[config.mk]
export PLATFORM = sky130hd
export DESIGN_NAME = imem_loader
export DESIGN_NICKNAME = d
export VERILOG_FILES = /design/src/rtl/imem_loader.sv
export SDC_FILE = /design/constraint.sdc
export NUM_CORES = 1
export LEC_CHECK = 0
export CAP_MARGIN = 0
export CORE_MARGIN = 3
export CORE_UTILIZATION = 47
export CTS_BUF_LIST = sky130_fd_sc_hd__clkbuf_16
export DETAILED_ROUTE_END_ITERATION = 8
export PLACE_DENSITY = 0.83
export REMOVE_ABC_BUFFERS = 1
export SLEW_MARGIN = 20
export SYNTH_ARGS = -nofsm -noshare
export SYNTH_HDL_FRONTEND = slang
export SYNTH_SLANG_ARGS = --single-unit
[constraint.sdc]
create_clock -name clk -period 3.2 [get_ports clk]
set_input_delay 0.8 -clock clk [delete_from_list [all_inputs] [get_ports clk]]
set_output_delay 0.8 -clock clk [all_outputs]
set_load 0.01 [all_outputs]
[src/rtl/imem_loader.sv]
// Boot-time instruction memory loader: parses a 4-byte big-endian word count, packs payload bytes MSB-first
// into 32-bit words and writes them from BASE_ADDR upward. Define IMEM_LOADER_CHECKSUM_EN for a trailing XOR checksum byte.
module imem_loader #(
  parameter int              AW        = 32,
  parameter int              DW        = 32,
  parameter int              MAX_WORDS = 256,
  parameter logic [AW-1:0]   BASE_ADDR = '0
) (
  input  logic          clk,
  input  logic          rst,
  input  logic          start,
  input  logic          in_valid,
  input  logic [7:0]    in_data,
  output logic          in_ready,
  output logic          wr_en,
  output logic [AW-1:0] wr_addr,
  output logic [DW-1:0] wr_data,
  output logic          cpu_hold,
  output logic          busy,
  output logic          done,
  output logic          error
);
  localparam int IW = $clog2(MAX_WORDS + 1);

  typedef enum logic [2:0] {
    S_IDLE,
    S_HDR,
    S_DATA,
`ifdef IMEM_LOADER_CHECKSUM_EN
    S_CSUM,
`endif
    S_DONE,
    S_ERR
  } state_t;

  state_t        state_q;
  logic [1:0]    byte_cnt_q;
  logic [23:0]   shift_q;
  logic [IW-1:0] word_cnt_q;
  logic [IW-1:0] word_idx_q;
  logic          in_ready_q;
  logic          wr_en_q;
  logic [AW-1:0] wr_addr_q;
  logic [DW-1:0] wr_data_q;
  logic          cpu_hold_q;
  logic          busy_q;
  logic          done_q;
  logic          error_q;
`ifdef IMEM_LOADER_CHECKSUM_EN
  logic [7:0]    csum_q;
`endif

  logic        accept_d;
  logic [31:0] word_d;
  logic        last_word_d;

  // The shift register is shared: it holds the header first, then each payload word.
  assign accept_d    = in_valid && in_ready_q;
  assign word_d      = {shift_q, in_data};
  assign last_word_d = (word_idx_q == word_cnt_q - IW'(1));

  always_ff @(posedge clk or posedge rst) begin
    if (rst) begin
      state_q    <= S_IDLE;
      byte_cnt_q <= '0;
      shift_q    <= '0;
      word_cnt_q <= '0;
      word_idx_q <= '0;
      in_ready_q <= 1'b0;
      wr_en_q    <= 1'b0;
      wr_addr_q  <= BASE_ADDR;
      wr_data_q  <= '0;
      cpu_hold_q <= 1'b0;
      busy_q     <= 1'b0;
      done_q     <= 1'b0;
      error_q    <= 1'b0;
`ifdef IMEM_LOADER_CHECKSUM_EN
      csum_q     <= '0;
`endif
    end else begin
      wr_en_q <= 1'b0;
      case (state_q)
        S_IDLE: begin
          if (start) begin
            state_q    <= S_HDR;
            in_ready_q <= 1'b1;
            busy_q     <= 1'b1;
            cpu_hold_q <= 1'b1;
            done_q     <= 1'b0;
            error_q    <= 1'b0;
            byte_cnt_q <= '0;
            word_idx_q <= '0;
`ifdef IMEM_LOADER_CHECKSUM_EN
            csum_q     <= '0;
`endif
          end
        end
        S_HDR: begin
          if (accept_d) begin
            byte_cnt_q <= byte_cnt_q + 2'd1;
            shift_q    <= word_d[23:0];
            if (byte_cnt_q == 2'd3) begin
              word_cnt_q <= word_d[IW-1:0];
              if (word_d > 32'(MAX_WORDS)) begin
                state_q    <= S_ERR;
                in_ready_q <= 1'b0;
              end else if (word_d == 32'd0) begin
`ifdef IMEM_LOADER_CHECKSUM_EN
                state_q    <= S_CSUM;
`else
                state_q    <= S_DONE;
                in_ready_q <= 1'b0;
`endif
              end else begin
                state_q <= S_DATA;
              end
            end
          end
        end
        S_DATA: begin
          if (accept_d) begin
            byte_cnt_q <= byte_cnt_q + 2'd1;
            shift_q    <= word_d[23:0];
`ifdef IMEM_LOADER_CHECKSUM_EN
            csum_q     <= csum_q ^ in_data;
`endif
            if (byte_cnt_q == 2'd3) begin
              wr_en_q    <= 1'b1;
              wr_addr_q  <= BASE_ADDR + (AW'(word_idx_q) << 2);
              wr_data_q  <= word_d;
              word_idx_q <= word_idx_q + IW'(1);
              if (last_word_d) begin
`ifdef IMEM_LOADER_CHECKSUM_EN
                state_q    <= S_CSUM;
`else
                state_q    <= S_DONE;
                in_ready_q <= 1'b0;
`endif
              end
            end
          end
        end
`ifdef IMEM_LOADER_CHECKSUM_EN
        S_CSUM: begin
          if (accept_d) begin
            in_ready_q <= 1'b0;
            state_q    <= (in_data == csum_q) ? S_DONE : S_ERR;
          end
        end
`endif
        // Status flags settle one cycle after the final byte so the last write commits first.
        S_DONE: begin
          done_q     <= 1'b1;
          busy_q     <= 1'b0;
          cpu_hold_q <= 1'b0;
          state_q    <= S_IDLE;
        end
        S_ERR: begin
          error_q    <= 1'b1;
          busy_q     <= 1'b0;
          cpu_hold_q <= 1'b1;
          state_q    <= S_IDLE;
        end
        default: begin
          state_q <= S_IDLE;
        end
      endcase
    end
  end

  assign in_ready = in_ready_q;
  assign wr_en    = wr_en_q;
  assign wr_addr  = wr_addr_q;
  assign wr_data  = wr_data_q;
  assign cpu_hold = cpu_hold_q;
  assign busy     = busy_q;
  assign done     = done_q;
  assign error    = error_q;

endmodule
==> metrics <==
status completed; Area contributors post-synth dfrtp_1, nand2_1, mux2_1; Final Power 0.003789 W; post-synthesis area per instance 9.907 um^2; Power Density 728.3 mW/mm^2; maximum capacitance violations 0; Tmin final between 2 and 2.5 ns; CP arrival 2.61 ns; Most Crowded Layer GR met2; CTS Root Cell clkbuf_16; vias 3124; Yosys top cell area share 54.34%; Clk Latency, worst-skew pair 0.34 ns; Syn Inst Count 437; setup bufs post-CTS 0; ys flop type dfrtp_1; post-synth top area cell dfrtp_1; synth unique cells 42; initial antenna violation count 0; core area roughly 0.0088 mm^2; Setup crit end kind register; remaining antenna violation count 0; cts repair resizes 0; Initial Utilization 48.93%; io pins 82; Final Skew 0.007125 ns; Max Fclk 417.0 MHz; VDD IR max 0.3658 mV; Post-Syn Area 0.004329 mm^2; sequential fraction of the synthesis area 54.34%; clk slew on worst S/H paths 0.06 ns; Routed WL per cell 14.91 um; Slew headroom between 60% and 70%; post-synthesis xor/xnor area fraction 3.439%; Pleak 2.487 nW; pre-CTS worst setup slack 0.5109 ns; WL final 9004 um; Crit path required time ~3.4 ns; CP Class in2reg; CP Max Fanout 4; DRT iter0 DRCs 112; Setup violations, final 0; Synth Register Bits 94; Die Footprint 0.01040 mm^2; number of global-route vias before repair 3122; simple-gate share of the synthesized area 20.75%; GR Util met1 25.02%; worst hold-check path type reg2reg; synth cell count leaders nand2_1, dfrtp_1, mux2_1; share of layout cells above drive strength 1 5.645%; first-pass GRT wire length 15170 um; post-synthesis mux area share 9.104%; final setup margin 0.8019 ns; TritonRoute pass-1 iters 5; crit start category input port; RSZ-0062 raised after global routing false; vias per inst 5.172; All-Layer GR Usage 18.50%; Post-Synth Adder-Cell Area less than 1%; ANT cells 0; CTS HTree Levels 3; GP Congestion 0.8265; grt total ovfl 0; largest family of logic cells by synthesized area simple AND/OR/NAND/NOR gates; Inserted Clock Buffers 9; die height 102.0 um; Area growth syn-to-layout 20.17%; # DRC 0; pin count of the biggest net entering global routing 67; Site Rows 34; Async SR Flop Fraction 100.0%; met3 usage 2.867%; CTS Hold Bufs 0; final hold violation count 0; CTS tree built; max-slew violation count 0; M2 GR Usage 30.28%; Layout Nets 506; post-route clock period utilization 74.94%; Synth Area in Compound Gates 4.566%; Least-Margin Pin Slew 0.5104 ns; I/O Buffers 58; Max Root-Sink Buffers 2; Post-synth EDFFs 0; Die W 102.0 um; count leader, synth nand2_1; DP HPWL approximately 6300 um; Syn. warnings 0; # clock sinks 94
## layout make-up
type	instances	area (um^2)
clock buffers	9	225.2
clock inverters	7	65.06
fillers	718	3646
inverters	8	31.28
multi-input cells	315	1763
flip-flops and latches	94	2352
well taps	108	135.1
repair buffers	63	630.6
## flip-flops by register name, indices dropped and copies added, names as in the netlist
name	count
byte_cnt_q	2
wr_addr	9
shift_q	24
word_cnt_q	9
state_q	3
cpu_hold	1
done	1
error	1
busy	1
word_idx_q	9
wr_data	32
wr_en	1
in_ready	1
## path summary, 6_finish.rpt
path / slack (ns) / end / depth (start not counted) / startpoint
worst max-delay path: 0.80 / in_ready / 7 / in_data[0]
worst min-delay path: 0.47 / wr_data[14] / 2 / wr_data[14]
worst max register to register: 0.96 / state_q[0] / 8 / word_cnt_q[0]
worst min register to register: 0.47 / wr_data[14] / 2 / wr_data[14]
max in group asynchronous: 1.71 / in_ready / 3 / rst
min in group asynchronous: 0.80 / wr_en / 2 / rst
## cell usage in the layout (no fill, tap or decap), types with 3 or more instances in the layout
master and count:
a21oi_1 9, and3_1 6, buf_4 4, clkbuf_16 9, clkdlybuf4s50_1 58, conb_1 23
dfrtp_1 94, ha_1 3, inv_1 7, mux2_1 34, nand2_1 139, nand2b_1 5
nand3_1 6, nand4_1 5, nor2_1 22, nor2b_1 3, nor3_1 4, nor4_1 7
o21ai_0 5, or3_1 3, xnor2_1 4, xor2_1 13
## metrics by stage
| stage | std cells | hold WS, ns | utilization (%) | cell area, um^2 | TNS [ns] |
|---|---|---|---|---|---|
| 2_1_floorplan | 417 | 0.4540 | - | 4145 | -4.575 |
| 3_3_place_gp | 588 | 0.4587 | 55.51 | 4912 | 0 |
| 3_5_place_dp | 588 | 0.4652 | 55.51 | 4912 | 0 |
| 4_1_cts | 604 | 0.4804 | 58.80 | 5202 | 0 |
| 5_1_grt | 604 | 0.5116 | 58.80 | 5202 | 0 |
| 6_report | 604 | 0.4723 | 58.80 | 5202 | 0 |
## routing by layer
layer | share of wire [%] | up-vias
met5 | 0 | -
met4 | 1.6 | 0
met3 | 4.7 | 11
met2 | 48 | 92
met1 | 46 | 1514
li1 | - | 1507
## worst max-delay path, stage by stage
cell and delay (ns):
clkdlybuf4s50_1 0.52, nor4_1 0.36, nand2_1 0.17, xor2_1 0.17, a21oi_1 0.14, o21ai_0 0.09
or3_1 0.35
## logic make-up after synthesis
kind of cell / Yosys count
XOR/XNOR: 17
other: 1
adder cells (fa/ha/maj): 3
flip-flops: 94
AO/OA/AOI/OAI: 30
buffers and inverters: 50
AND/OR/NAND/NOR: 207
multiplexers: 35
## power by group
group / total, W / switching, W / internal, W / leakage [nW]
clock network: 0.00104 / 0.000443 / 0.000600 / 0.138
registers: 0.00171 / 0.000227 / 0.00149 / 1.18
logic: 0.00103 / 0.000470 / 0.000561 / 1.17
total: 0.00379 / 0.00114 / 0.00265 / 2.49
Note: power is estimated with default switching activity, not from simulation.
